## config.mk

```make
export PLATFORM = sky130hd
export DESIGN_NAME = code_entry
export DESIGN_NICKNAME = d
export VERILOG_FILES = /design/src/rtl/code_entry.sv
export SDC_FILE = /design/constraint.sdc
export NUM_CORES = 1
export LEC_CHECK = 0
export ABC_AREA = 1
export CAP_MARGIN = 20
export CELL_PAD_IN_SITES_DETAIL_PLACEMENT = 0
export CELL_PAD_IN_SITES_GLOBAL_PLACEMENT = 1
export CORE_MARGIN = 2
export CORE_UTILIZATION = 49
export CTS_CLUSTER_DIAMETER = 100
export DETAILED_ROUTE_END_ITERATION = 8
export DONT_BUFFER_PORTS = 1
export PLACE_DENSITY = 0.81
export SYNTH_ARGS = -nofsm -noshare
export SYNTH_HDL_FRONTEND = slang
export SYNTH_SLANG_ARGS = --single-unit
```

## constraint.sdc

```tcl
create_clock -name i_clk -period 3.04 [get_ports i_clk]
set_input_delay 0.304 -clock i_clk [delete_from_list [all_inputs] [get_ports i_clk]]
set_output_delay 0.304 -clock i_clk [all_outputs]
set_load 0.02 [all_outputs]
```

## src/rtl/code_entry.sv

```systemverilog
// Keypad front end for the combination lock. It builds a BCD code from key strobes,
// submits the code to the comparator, reports its verdict and applies a timed lockout.
module code_entry #(
  parameter int DIGITS      = 4,
  parameter int IDLE_CYC    = 1000,
  parameter int MAX_FAIL    = 3,
  parameter int LOCKOUT_CYC = 5000
) (
  input  logic                  i_clk,
  input  logic                  i_rst_n,
  input  logic                  i_key_valid,
  input  logic [3:0]            i_key_code,
  input  logic                  i_pass_in,
  input  logic                  i_fail_in,
  output logic [4*DIGITS-1:0]   o_data,
  output logic                  o_data_valid,
  output logic [2:0]            o_digit_cnt,
  output logic                  o_unlock,
  output logic                  o_err,
  output logic                  o_locked,
  output logic [1:0]            o_fail_cnt
);

  localparam int DW = 4 * DIGITS;
  localparam int IW = $clog2(IDLE_CYC + 1);
  localparam int LW = $clog2(LOCKOUT_CYC + 1);
  localparam logic [2:0] CNT_MAX = 3'(DIGITS);

  typedef enum logic [2:0] {
    S_ENTRY,
    S_SUBMIT,
    S_WAIT,
    S_CHECK,
    S_LOCKOUT
  } state_t;

  state_t          r_state, w_next;
  logic [DW-1:0]   r_data, w_data;
  logic [2:0]      r_cnt, w_cnt;
  logic [IW-1:0]   r_idle, w_idle;
  logic [LW-1:0]   r_lock, w_lock;
  logic [1:0]      r_fail, w_fail;
  logic            r_errEnter, w_errEnter;
  logic [1:0]      w_failInc;
  logic            w_dataValid, w_unlock, w_errCheck, w_locked;

  always_ff @(posedge i_clk or negedge i_rst_n) begin
    if (!i_rst_n) begin
      r_state    <= S_ENTRY;
      r_data     <= '0;
      r_cnt      <= '0;
      r_idle     <= '0;
      r_lock     <= '0;
      r_fail     <= '0;
      r_errEnter <= 1'b0;
    end else begin
      r_state    <= w_next;
      r_data     <= w_data;
      r_cnt      <= w_cnt;
      r_idle     <= w_idle;
      r_lock     <= w_lock;
      r_fail     <= w_fail;
      r_errEnter <= w_errEnter;
    end
  end

  always_comb begin
    w_next      = r_state;
    w_data      = r_data;
    w_cnt       = r_cnt;
    w_idle      = r_idle;
    w_lock      = '0;
    w_fail      = r_fail;
    w_errEnter  = 1'b0;
    w_dataValid = 1'b0;
    w_unlock    = 1'b0;
    w_errCheck  = 1'b0;
    w_locked    = 1'b0;
    w_failInc   = r_fail + 2'd1;

    case (r_state)
      S_ENTRY: begin
        if (i_key_valid) begin
          w_idle = '0;
          if (i_key_code <= 4'd9) begin
            if (r_cnt < CNT_MAX) begin
              w_data = {r_data[DW-5:0], i_key_code};
              w_cnt  = r_cnt + 3'd1;
            end
          end else if (i_key_code == 4'hA) begin
            if (r_cnt != 3'd0) begin
              w_data = r_data >> 4;
              w_cnt  = r_cnt - 3'd1;
            end
          end else if (i_key_code == 4'hB) begin
            w_data = '0;
            w_cnt  = '0;
          end else if (i_key_code == 4'hC) begin
            if (r_cnt == CNT_MAX) w_next = S_SUBMIT;
            else                  w_errEnter = 1'b1;
          end
        end else if (r_cnt != 3'd0) begin
          // An abandoned partial entry is dropped without any error report.
          if (r_idle == IW'(IDLE_CYC - 1)) begin
            w_data = '0;
            w_cnt  = '0;
            w_idle = '0;
          end else begin
            w_idle = r_idle + IW'(1);
          end
        end else begin
          w_idle = '0;
        end
      end
      S_SUBMIT: begin
        w_dataValid = 1'b1;
        w_next      = S_WAIT;
      end
      S_WAIT: w_next = S_CHECK;
      S_CHECK: begin
        // A pass that coincides with a fail is treated as a fail.
        w_data = '0;
        w_cnt  = '0;
        if (i_pass_in && !i_fail_in) begin
          w_unlock = 1'b1;
          w_fail   = '0;
          w_next   = S_ENTRY;
        end else begin
          w_errCheck = 1'b1;
          w_fail     = w_failInc;
          w_next     = (w_failInc == 2'(MAX_FAIL)) ? S_LOCKOUT : S_ENTRY;
        end
      end
      S_LOCKOUT: begin
        w_locked = 1'b1;
        if (r_lock == LW'(LOCKOUT_CYC - 1)) begin
          w_fail = '0;
          w_next = S_ENTRY;
        end else begin
          w_lock = r_lock + LW'(1);
        end
      end
      default: w_next = S_ENTRY;
    endcase
  end

  assign o_data       = r_data;
  assign o_digit_cnt  = r_cnt;
  assign o_data_valid = w_dataValid;
  assign o_unlock     = w_unlock;
  assign o_err        = r_errEnter | w_errCheck;
  assign o_locked     = w_locked;
  assign o_fail_cnt   = r_fail;

endmodule

```

==> summary.txt <==
Route
  • Antenna-violating nets left: 0
  • Routed vias/inst: 5.083
  • DRC: 0
  • Vias: 2,399
  • Routed wire length per instance: 13.41 um
  • DR iter-0 viols: 118
  • Total Wirelength: 6328 um
  • First-pass iteration count of the detailed router: 4

Power and ir drop
  • LEAKAGE: ~0.0016 uW
  • Cell Pwr Density: 362.1 nW/um^2
  • Peak supply drop: roughly 0.00018 V

Global route
  • First-pass GRT wire length: 10,620 um
  • Grt ovf: 0
  • Vias in the first global route: 2,232
  • Largest net degree at the start of global routing: 49
  • Initial antenna violation count: 0
  • Total GRT Usage: 21.31%

Critical path
  • Critical path endpoint: o_data[4]$_DFFE_PN0P_
  • Critical-path cell list: inv_1 > ha_1 > nand2_1 > nor2_1 > nand2_1 > nand3_2 > nor2_4 > nand2_1 > nand2_1
  • Crit path required time: 3.28 ns
  • CP max FO: 20
  • Critical path endpoint category: flip-flop
  • Levels on crit path: 9
  • R2R Path End: o_data[4]$_DFFE_PN0P_
  • R2R Path Start: o_digit_cnt[0]$_DFFE_PN0P_
  • Critical Path Start Type: flip-flop
  • Bufs and invs on worst path: 1
  • Reg2Reg Depth: 9
  • Register-to-register setup slack: 0.84 ns
  • Slowest cell on crit path: nor2_4
  • Critical path type: reg -> reg
  • Worst path top cell family by delay: simple AND/OR/NAND/NOR gates
  • WP data arrival: 2.44 ns
  • CP dominant cell by count: nand2_1
  • Max incr delay on CP: 0.53 ns
  • Setup crit start: o_digit_cnt[0]$_DFFE_PN0P_

Final layout
  • Commonest non-fill, non-tap cell in the layout: nand2_1
  • Most frequent cells in the layout: 126 x nand2_1, 60 x inv_1, 48 x dfrtp_1
  • Number of diodes: 0
  • Fillers: 572
  • Nets: 415
  • Share of layout cells above drive strength 1: 4.750%
  • Post-layout util: 54.03%
  • Final Instance Area: 3012 sq um
  • Area delta synth->final: 5.617%

Logic synthesis
  • Syn nets: 413
  • FFs w/ async S/R, synth: 100.0%
  • Netlist cell types: 26
  • Cells after Synth: 398
  • Main synth FF type: dfrtp_1
  • Register area share after synthesis: 42.12%
  • Post-Syn Area: about 2900 sq um
  • Flops & latches, synth: 48
  • Post-Syn Area per Cell: 7.165 sq um
  • EDFF count, synth: 0
  • Yosys warns: 0

Placed design
  • Final Wtd Congestion: 0.7921
  • Post-DP Area: 2897 sq um
  • Detailed placer's ending HPWL: 4439 um
  • IO Port Bufs: 0

Timing
  • Setup TNS: 0 ns
  • Final min period: 2.198 ns
  • Final Hold Slack: 0.1771 ns
  • Final Hold Fails: 0
  • Clock skew: 0.006282 ns
  • Setup-failing EPs final: 0
  • Achievable Freq: 455.0 MHz
  • Worst-Margin Slew: between 0.8 and 0.9 ns
  • Slew Limit Fails: 0
  • RSZ-0062 raised after global routing: no
  • Slew HR: 45.87%
  • Final period utilization: 72.30%

Die
  • IO Pins: 34
  • DIE WIDTH: roughly 80 um
  • Die Ht: 80.29 um
  • Row count: 27
  • Core Area: between 5000 and 6000 sq um
  • Die area: 6446 sq um
  • Initial core utilization: 51.16%

Clocking
  • Post-CTS Setup Repair Bufs: 0
  • CTS Buffer Depth: 2
  • Root Buffer: clkbuf_8
  • CTS tree: yes
  • TritonCTS buffer count: 5
  • CTS Hold Buffers Added: 2
  • Clk Latency, worst-skew pair: 0.29 ns
  • Clk sinks: 48
  • CTS HTree Levels: 2
  • Clock transition at path regs: around 0.080 ns
  • Cts repair resizes: 0

Hold path
  • Cells on Worst Hold Path: 2
  • Min-Delay Path Class: in -> reg

Run
  • MaxCap Viol Count: 0

Outcome
  • Run status: completed
## layout make-up
| type | instances | area (sq um) | share of cell area (%) |
|---|---|---|---|
| Multi-Input combinational cell | 278 | 1350 | 44.83 |
| Clock inverter | 1 | 5.005 | 0.1662 |
| Tap cell | 72 | 90.09 | 2.991 |
| Timing Repair Buffer | 5 | 60.06 | 1.994 |
| Clock buffer | 6 | 72.57 | 2.410 |
| Sequential cell | 48 | 1201 | 39.88 |
| Inverter | 62 | 232.7 | 7.727 |
## worst min-delay path by stage
stage | end | startpoint | slack (ns)
after floorplan | o_data[0]$_DFFE_PN0P_ | i_rst_n | 0.008
after global placement | r_lock[0]$_DFF_PN0_ | i_rst_n | 0.009
after detailed placement | r_lock[0]$_DFF_PN0_ | i_rst_n | 0.009
after CTS | r_errEnter$_DFF_PN0_ | i_key_valid | 0.16
after global routing | r_errEnter$_DFF_PN0_ | i_key_valid | 0.17
final | r_errEnter$_DFF_PN0_ | i_key_valid | 0.18
## routing by layer
| layer | global-route usage, % | vias up | wire (um) |
|---|---|---|---|
| met5 | 0 | - | 0 |
| met4 | 6.271 | 0 | 90 |
| met3 | 5.169 | 9 | 277 |
| met2 | 34.25 | 36 | 2964 |
| met1 | 28.53 | 1110 | 2996 |
| li1 | - | 1244 | - |
## state kept, by name (all words and copies together), names as in the netlist
signal	flops
o_data	16
r_lock	13
r_idle	10
o_digit_cnt	3
r_state	3
r_errEnter	1
o_fail_cnt	2
## cells by family after synthesis
| family | share of synthesized area, % |
|---|---|
| xor+xnor | 1.843 |
| fa+ha+maj | 2.633 |
| compound gates | 10.14 |
| buf+inv | 10.53 |
| simple gates | 32.73 |
| flops | 42.12 |
## power by group
part	leakage [uW]	internal [uW]	switching [uW]
Combinational	0.000961	23.4	45.2
Sequential	0.000578	645	18.0
Clock	0.0000410	157	202
Total	0.00158	825	265
## Yosys cell counts (4+ instances only)
master	instances	share of area (%)
nor2_1	33	4.3
nand3_1	26	4.6
o22ai_1	4	0.88
o21ai_0	9	1.6
o21bai_1	21	5.5
inv_1	60	7.9
clkbuf_1	5	0.66
nand2_1	126	17
nor3_1	23	4.0
dfrtp_1	48	42
a21oi_1	11	1.9
ha_1	6	2.6
## through the flow
stage / cells / power (uW) / setup slack, ns
2_1_floorplan: 398 / 714.5 / 1.270
3_3_place_gp: 463 / 726.1 / 0.8704
4_1_cts: 472 / 1110 / 0.8051
3_5_place_dp: 463 / 726.8 / 0.8267
5_1_grt: 472 / 1146 / 0.5600
6_report: 472 / 1090 / 0.8420
Note: power is estimated with default switching activity, not from simulation.
